`config.mk`:
```
export PLATFORM = sky130hd
export DESIGN_NAME = verilab_core_gpio_irq
export DESIGN_NICKNAME = d
export VERILOG_FILES = /design/src/rtl/proj_param_pkg.sv /design/src/rtl/verilab_core_gpio_irq.sv
export SDC_FILE = /design/constraint.sdc
export NUM_CORES = 1
export LEC_CHECK = 0
export BUFFER_PORTS_ARGS = -buffer_cell sky130_fd_sc_hd__buf_2
export CORE_MARGIN = 2
export CORE_UTILIZATION = 61
export CTS_CLUSTER_SIZE = 10
export DETAILED_ROUTE_END_ITERATION = 12
export GPL_ROUTABILITY_DRIVEN = 0
export PLACE_DENSITY = 0.86
export SKIP_LAST_GASP = 1
export SYNTH_ARGS = -nofsm -noshare
export SYNTH_HDL_FRONTEND = slang
export SYNTH_SLANG_ARGS = --single-unit
export TNS_END_PERCENT = 1
```
`constraint.sdc`:
```
create_clock -name clk -period 21.8 [get_ports clk]
set_input_delay 4.36 -clock clk [delete_from_list [all_inputs] [get_ports clk]]
set_output_delay 4.36 -clock clk [all_outputs]
set_load 0.05 [all_outputs]
```
`src/rtl/proj_param_pkg.sv`:
```
// Project-wide parameters shared by blocks that size themselves to the GPIO bank.
package proj_param_pkg;

    localparam int PROJ_GPIO = 32;

endpackage

```
`src/rtl/verilab_core_gpio_irq.sv`:
```
// GPIO input conditioner: per-bit synchroniser, debounce filter, edge detect
// under programmable rise/fall mode, sticky W1C status and a masked,
// registered interrupt output.
module verilab_core_gpio_irq #(
    parameter int GPIO        = proj_param_pkg::PROJ_GPIO,
    parameter int DEBOUNCE_W  = 4,
    parameter int SYNC_STAGES = 2
) (
    input  logic                  clk,
    input  logic                  rst,
    input  logic [GPIO-1:0]       gpio_in,
    input  logic [DEBOUNCE_W-1:0] deb_limit,
    input  logic [GPIO-1:0]       mode_rise,
    input  logic [GPIO-1:0]       mode_fall,
    input  logic [GPIO-1:0]       irq_en,
    input  logic [GPIO-1:0]       clr,
    output logic [GPIO-1:0]       gpio_val,
    output logic [GPIO-1:0]       irq_status,
    output logic                  irq
);

    logic [GPIO-1:0] sync_bit;
    logic [GPIO-1:0] update;
    logic [GPIO-1:0] ev;
    logic [GPIO-1:0] gpio_val_reg;
    logic [GPIO-1:0] irq_status_reg;
    logic [GPIO-1:0] irq_status_next;
    logic            irq_reg;
    logic            irq_next;

    generate
        for (genvar gi = 0; gi < GPIO; gi++) begin : g_bit
            logic [SYNC_STAGES-1:0] sync_reg;
            logic [DEBOUNCE_W-1:0]  cnt_reg;
            logic [DEBOUNCE_W-1:0]  cnt_next;
            logic                   mismatch;

            // Shift the raw pad bit through the synchroniser chain.
            always_ff @(posedge clk or posedge rst) begin
                if (rst) begin
                    sync_reg <= '0;
                end else begin
                    sync_reg <= {sync_reg[SYNC_STAGES-2:0], gpio_in[gi]};
                end
            end

            assign sync_bit[gi] = sync_reg[SYNC_STAGES-1];
            assign mismatch     = sync_bit[gi] != gpio_val_reg[gi];
            // The >= compare lets a lowered limit take effect on the next
            // mismatching cycle and keeps the counter from ever wrapping.
            assign update[gi]   = mismatch && (cnt_reg >= deb_limit);

            // Count consecutive mismatching cycles; restart on match or on update.
            always_comb begin
                cnt_next = cnt_reg + 1'b1;
                if (!mismatch || update[gi]) begin
                    cnt_next = '0;
                end
            end

            // Debounce counter register.
            always_ff @(posedge clk or posedge rst) begin
                if (rst) begin
                    cnt_reg <= '0;
                end else begin
                    cnt_reg <= cnt_next;
                end
            end
        end
    endgenerate

    // An update always moves gpio_val toward sync, so the new value is sync itself.
    assign ev = (update &  sync_bit & mode_rise) |
                (update & ~sync_bit & mode_fall);

    // Next status and interrupt: a new event wins over a same-cycle clear, and
    // irq follows the next status so both change on the same edge.
    always_comb begin
        irq_status_next = (irq_status_reg & ~clr) | ev;
        irq_next        = |(irq_status_next & irq_en);
    end

    // Debounced value, sticky status and interrupt registers.
    always_ff @(posedge clk or posedge rst) begin
        if (rst) begin
            gpio_val_reg   <= '0;
            irq_status_reg <= '0;
            irq_reg        <= 1'b0;
        end else begin
            gpio_val_reg   <= gpio_val_reg ^ update;
            irq_status_reg <= irq_status_next;
            irq_reg        <= irq_next;
        end
    end

    assign gpio_val   = gpio_val_reg;
    assign irq_status = irq_status_reg;
    assign irq        = irq_reg;

endmodule

```
== After elaboration in Yosys (flattened, before gate mapping) ==
Cells that the tools add are included.

* Add/sub/neg operators: 32
* $mul: 0
* Divide/modulo/power cells: 0
* $lt $le $gt $ge: 32
* Equal/unequal tests: 32
* Shifts and indexed selects: 0
* Muxes and demuxes: 32
* Bitwise gates (word level): 11
* Reduce and logical (&&, ||, !) cells: 97

{| class="wikitable"
|+ Operator list
! cell !! count
|-
| 32-bit AND || 6
|-
| 4-bit by 1-bit adder with 4-bit output (second input constant) || 32
|-
| 4-bit greater-or-equal comparator || 32
|-
| 4-bit 2-to-1 mux || 32
|-
| 32-bit NOT || 2
|-
| 32-bit OR || 2
|-
| 1-bit logical AND || 32
|-
| 1-bit logical NOT || 32
|-
| 1-bit logical OR || 32
|-
| 1-bit != test || 32
|-
| 32-bit OR reduction || 1
|-
| 32-bit bitwise XOR || 1
|}

* Bits in registers: 257
* Latch bits: 0
* Bits in writable memories: 0
* Memory bits (read-only): 0
* Bits of input ports: 166
* Output and inout port bits: 65
* Word-level logic and storage cells: 303
* Memories: 0

== Longest topological paths before layout ==
* Depth after elaboration: 8
* Depth in mapped cells: 8
* Depth with buffers taken out: 8

== Worst setup path after synthesis ==
No wires, ideal clock.

* Path type: in2reg
* From: in deb_limit[2]
* To: reg irq_reg (netlist: irq)
* Library setup time: 0.134 ns
* Arrival time: 6.447 ns
* Data required time: 21.666 ns
* Slack: 15.219 ns
* Stages on the path: 8
* Buffers on the path: 0
* Path through: inv_1 -> ha_1 -> or3_2 -> o21ai_0 -> nor4b_1 -> a2111oi_2 -> and4_1 -> nand4_1

* Cells in the longest elaborated chain, start to end: 8
* Elaborated cells between the ends (all ways): 72
* Those cells by class: order compare (32); bitwise (7); reduce/logical (33)

{| class="wikitable"
|+ Ends and longest elaborated chain
! what !! RTL line !! RTL
|-
| from (decl) || verilab_core_gpio_irq.sv:12 || <nowiki>input logic [DEBOUNCE_W-1:0] deb_limit,</nowiki>
|-
| 4-bit greater-or-equal comparator || verilab_core_gpio_irq.sv:51 || <nowiki>assign update[gi] = mismatch && (cnt_reg >= deb_limit);</nowiki>
|-
| 1-bit logical AND || verilab_core_gpio_irq.sv:51 ||
|-
| 32-bit AND, on equally long branches (2 in series) || verilab_core_gpio_irq.sv:73, verilab_core_gpio_irq.sv:74 ||
|-
| 32-bit OR (*) || verilab_core_gpio_irq.sv:73 || <nowiki>assign ev = (update & sync_bit & mode_rise) |</nowiki>
|-
| 32-bit OR (*) || verilab_core_gpio_irq.sv:79 || <nowiki>irq_status_next = (irq_status_reg & ~clr) | ev;</nowiki>
|-
| 32-bit AND (*) || verilab_core_gpio_irq.sv:80 || <nowiki>irq_next = |(irq_status_next & irq_en);</nowiki>
|-
| 32-bit OR reduction (*) || verilab_core_gpio_irq.sv:80 ||
|-
| via irq_next || verilab_core_gpio_irq.sv:29 || <nowiki>logic irq_next;</nowiki>
|-
| to (signal assigned) || verilab_core_gpio_irq.sv:92 || <nowiki>irq_reg <= irq_next;</nowiki>
|-
| to (decl) || verilab_core_gpio_irq.sv:28 || <nowiki>logic irq_reg;</nowiki>
|}

The timed path passes the listed nets; every way through them passes the cells marked *.

== Worst setup path in the final report ==
Ends and elaborated chain as after synthesis.

==> out/results.tsv <==
metric	value	unit
worst reg2reg endpoint	irq	
largest net degree at the start of global routing	134	
cts bufs inserted	29	
first-iteration detailed-routing DRC count	555	
endpoint of the worst hold-timing path	g_bit[24].sync_reg[1]	
Post-synth ARST share	100	%
biggest cell delay along the critical path	0.60	ns
Clk pin slew, worst setup/hold paths	0.06	ns
non-filler instance count after layout	1749	
total number of placement rows	53	
filler instances	1471	
most used flip-flop cell after synthesis	sky130_fd_sc_hd__dfrtp_1	
wire length of the first global-routing pass	48300	µm
power per cell area	116	mW/mm²
summed negative setup slack over all endpoints	0	ns
Final setup violation count	0	
Critical Path AT	7.00	ns
count of unresolved DRC violations after routing	0	
via-per-instance ratio	5.68	
met1 wire length	12900	µm
total leakage power	0.00775	µW
Max IR drop VDD	0.0915	mV
total number of vias	9929	
final hold violation count	0	
number of sinks driven by the clock tree	257	
post-synthesis cell area	0.0131	mm²
Die Height	151	µm
met3 wire length	1910	µm
warning count from the yosys run	0	
total gr overflow	0	
H-tree levels	1	
most common cell after layout, fill and taps aside	sky130_fd_sc_hd__dfrtp_1	
antenna diode instance count	0	
number of enable-type register cells in the synthesized netlist	0	
Root Buffer	sky130_fd_sc_hd__clkbuf_16	
part of the Yosys area used for sequential elements	48.9	%
number of setup buffers added after CTS	0	
r2r worst-path depth	8	
RSZ-0062 raised after global routing	no	
via count of the first global-routing pass	10052	
final routed wirelength across all metal layers	30100	µm
TritonCTS clock tree	built	
number of antenna violations at the first check in global routing	0	
routed length per instance	17.2	µm
clock insertion delay at the later pin of the skew report	0.53	ns
Post-CTS Resized	0	
startpoint of the tightest hold check path	g_bit[24].sync_reg[0]	
Yosys cell types	44	
net switching power	712	µW
share of final-layout standard cells stronger than drive strength 1	21.6	%
post-DP HPWL	22300	µm
capturing element type of the critical path	register	
number of top-level design ports	231	
required arrival time at the worst endpoint	22.20	ns
total count of max-transition violations in the final report	0	
post-placement cell count	1717	
area of all placed cells without fillers	0.0154	mm²
PnR Total Power	1790	µW
remaining antenna violation count after routing	0	
peak fanout along the critical path	32	
critical path start-end classification	in -> reg	
Slew HR	38.9	%
Clock Path Buffers	3	
run status	finished, final reports clean	
Die Footprint	0.0227	mm²
critical path, cell by cell	buf_2, inv_2, ha_1, or2_2, a21oi_1, a2111oi_0, a2111oi_0, and4_1, nand4_1	
Port Buffer Count	230	
Setup Skew	0.00692	ns
share of total power in combinational logic	37.9	%
minimum setup slack among reg-to-reg paths	19.31	ns
timing-limited maximum frequency	151	MHz
core area	0.0211	mm²
met2 wire length	14300	µm
net count of the finished layout	1799	
register bit count reported by yosys	257	
initial cell density of the core	62.3	%
most frequent cells in the layout	sky130_fd_sc_hd__dfrtp_1, sky130_fd_sc_hd__buf_2, sky130_fd_sc_hd__ha_1, sky130_fd_sc_hd__nor2_1, sky130_fd_sc_hd__inv_1	
Area growth, synth to finish	17.2	%
Max Cap Viol	0	
Hold Crit Depth	0	
path class of the lowest-slack min-delay path	reg -> reg	
standard cell area after detailed placement	0.0147	mm²
Crit path top cell by count	sky130_fd_sc_hd__a2111oi_0	
chip width	151	µm
worst slew pin tran	0.916	ns
post-synthesis cell count	1210	
crit start category	input port	
quantity of hold-fixing buffers added after cts	0	
slowest cell on the critical path	sky130_fd_sc_hd__inv_2	
internal power	1080	µW
Mean Syn Cell Area	10.9	µm²
largest delay contributor family on the critical path	compound AO/OA/AOI/OAI gates	
overall fraction of global-route tracks in use	26.9	%
Highest Signal Layer	met4	
power share of the sequential group	39.4	%
critical path buffer and inverter count	2	
switching power share of the total	39.7	%
r2r startpoint	g_bit[30].cnt_reg[0]	
iteration count of the initial detailed-routing pass	4	
fraction of the cycle the final worst path needs	30.3	%
clock network fraction of total power	22.7	%
shortest clock period the worst path allows after layout	6.61	ns
Net Count, Synth	1536	
## cells in the mapped netlist, types with 15 or more instances
| master | number | area, µm² |
|---|---|---|
| sky130_fd_sc_hd__dfrtp_1 | 257 | 6430 |
| sky130_fd_sc_hd__ha_1 | 160 | 2000 |
| sky130_fd_sc_hd__nor2_1 | 140 | 526 |
| sky130_fd_sc_hd__inv_1 | 125 | 469 |
| sky130_fd_sc_hd__nor2b_1 | 59 | 369 |
| sky130_fd_sc_hd__o21ai_0 | 51 | 255 |
| sky130_fd_sc_hd__xor2_1 | 34 | 298 |
| sky130_fd_sc_hd__mux2_2 | 32 | 360 |
| sky130_fd_sc_hd__nand3_1 | 32 | 160 |
| sky130_fd_sc_hd__xnor2_1 | 32 | 280 |
| sky130_fd_sc_hd__nand3b_1 | 30 | 225 |
| sky130_fd_sc_hd__a21oi_1 | 25 | 125 |
| sky130_fd_sc_hd__a22oi_1 | 25 | 188 |
| sky130_fd_sc_hd__nor3_1 | 25 | 125 |
| sky130_fd_sc_hd__a2111oi_0 | 23 | 201 |
| sky130_fd_sc_hd__nand2b_1 | 23 | 144 |
| sky130_fd_sc_hd__o22ai_1 | 17 | 106 |
| sky130_fd_sc_hd__or3_1 | 16 | 100 |
| sky130_fd_sc_hd__or2_2 | 15 | 93.8 |
## through the flow
step	hold slack, ns	setup slack (ns)	utilization, %
2_1_floorplan	0.331	10.37	-
3_3_place_gp	0.332	14.74	69.5
3_5_place_dp	0.335	14.67	69.5
4_1_cts	0.347	15.22	73.0
5_1_grt	0.348	15.05	73.0
6_report	0.345	15.19	73.0
## worst reg2reg max path: stages, from the launching register on
cell and delay, ns:
sky130_fd_sc_hd__dfrtp_1 0.41, sky130_fd_sc_hd__inv_1 0.06, sky130_fd_sc_hd__ha_1 0.26, sky130_fd_sc_hd__nand2b_1 0.14
sky130_fd_sc_hd__a2111oi_0 0.55, sky130_fd_sc_hd__nor4b_1 0.18, sky130_fd_sc_hd__a2111oi_2 0.43, sky130_fd_sc_hd__and4_1 0.24
sky130_fd_sc_hd__nand4_1 0.08
## worst max-delay path by stage
stage,to,cells past startpoint,from,slack [ns]
after floorplan,asynchronous set/reset pin,1,rst,10.37
after global placement,irq,9,deb_limit[2],14.74
after detailed placement,irq,8,deb_limit[0],14.67
after CTS,irq,8,deb_limit[0],15.22
after global routing,irq,8,deb_limit[0],15.05
final,irq,9,deb_limit[2],15.19
## power groups by stage
stage / clock (µW) / sequential [µW] / combinational [µW]
6_report: 407 / 707 / 679
5_1_grt: 432 / 724 / 758
4_1_cts: 413 / 704 / 682
3_5_place_dp: 0 / 710 / 673
3_3_place_gp: 0 / 702 / 642
2_1_floorplan: 0 / 830 / 365
## layout make-up
type	instances	area [µm²]	share of cell area [%]
Clock buffer	32	737	4.79
Inverter	125	477	3.10
Multi-Input combinational cell	828	6240	40.5
Sequential cell	257	6430	41.8
Tap cell	275	344	2.24
Timing Repair Buffer	232	1170	7.57
## per-layer routing
metal,track usage [%],vias up
li1,-,4759
met1,36.0,4788
met2,44.8,315
met3,4.70,67
met4,9.02,0
met5,0,-
## cells by family (layout without fill, tap and decap cells)
| logic type | count (synthesis) | in the layout | share of synthesized area, % |
|---|---|---|---|
| simple gates | 378 | 378 | 15.1 |
| flops | 257 | 257 | 48.9 |
| compound gates | 192 | 192 | 9.98 |
| fa+ha+maj | 160 | 160 | 15.2 |
| buf+inv | 125 | 389 | 3.57 |
| xor+xnor | 66 | 66 | 4.40 |
| mux | 32 | 32 | 2.74 |
No activity file was read; power rests on OpenSTA's default activity.
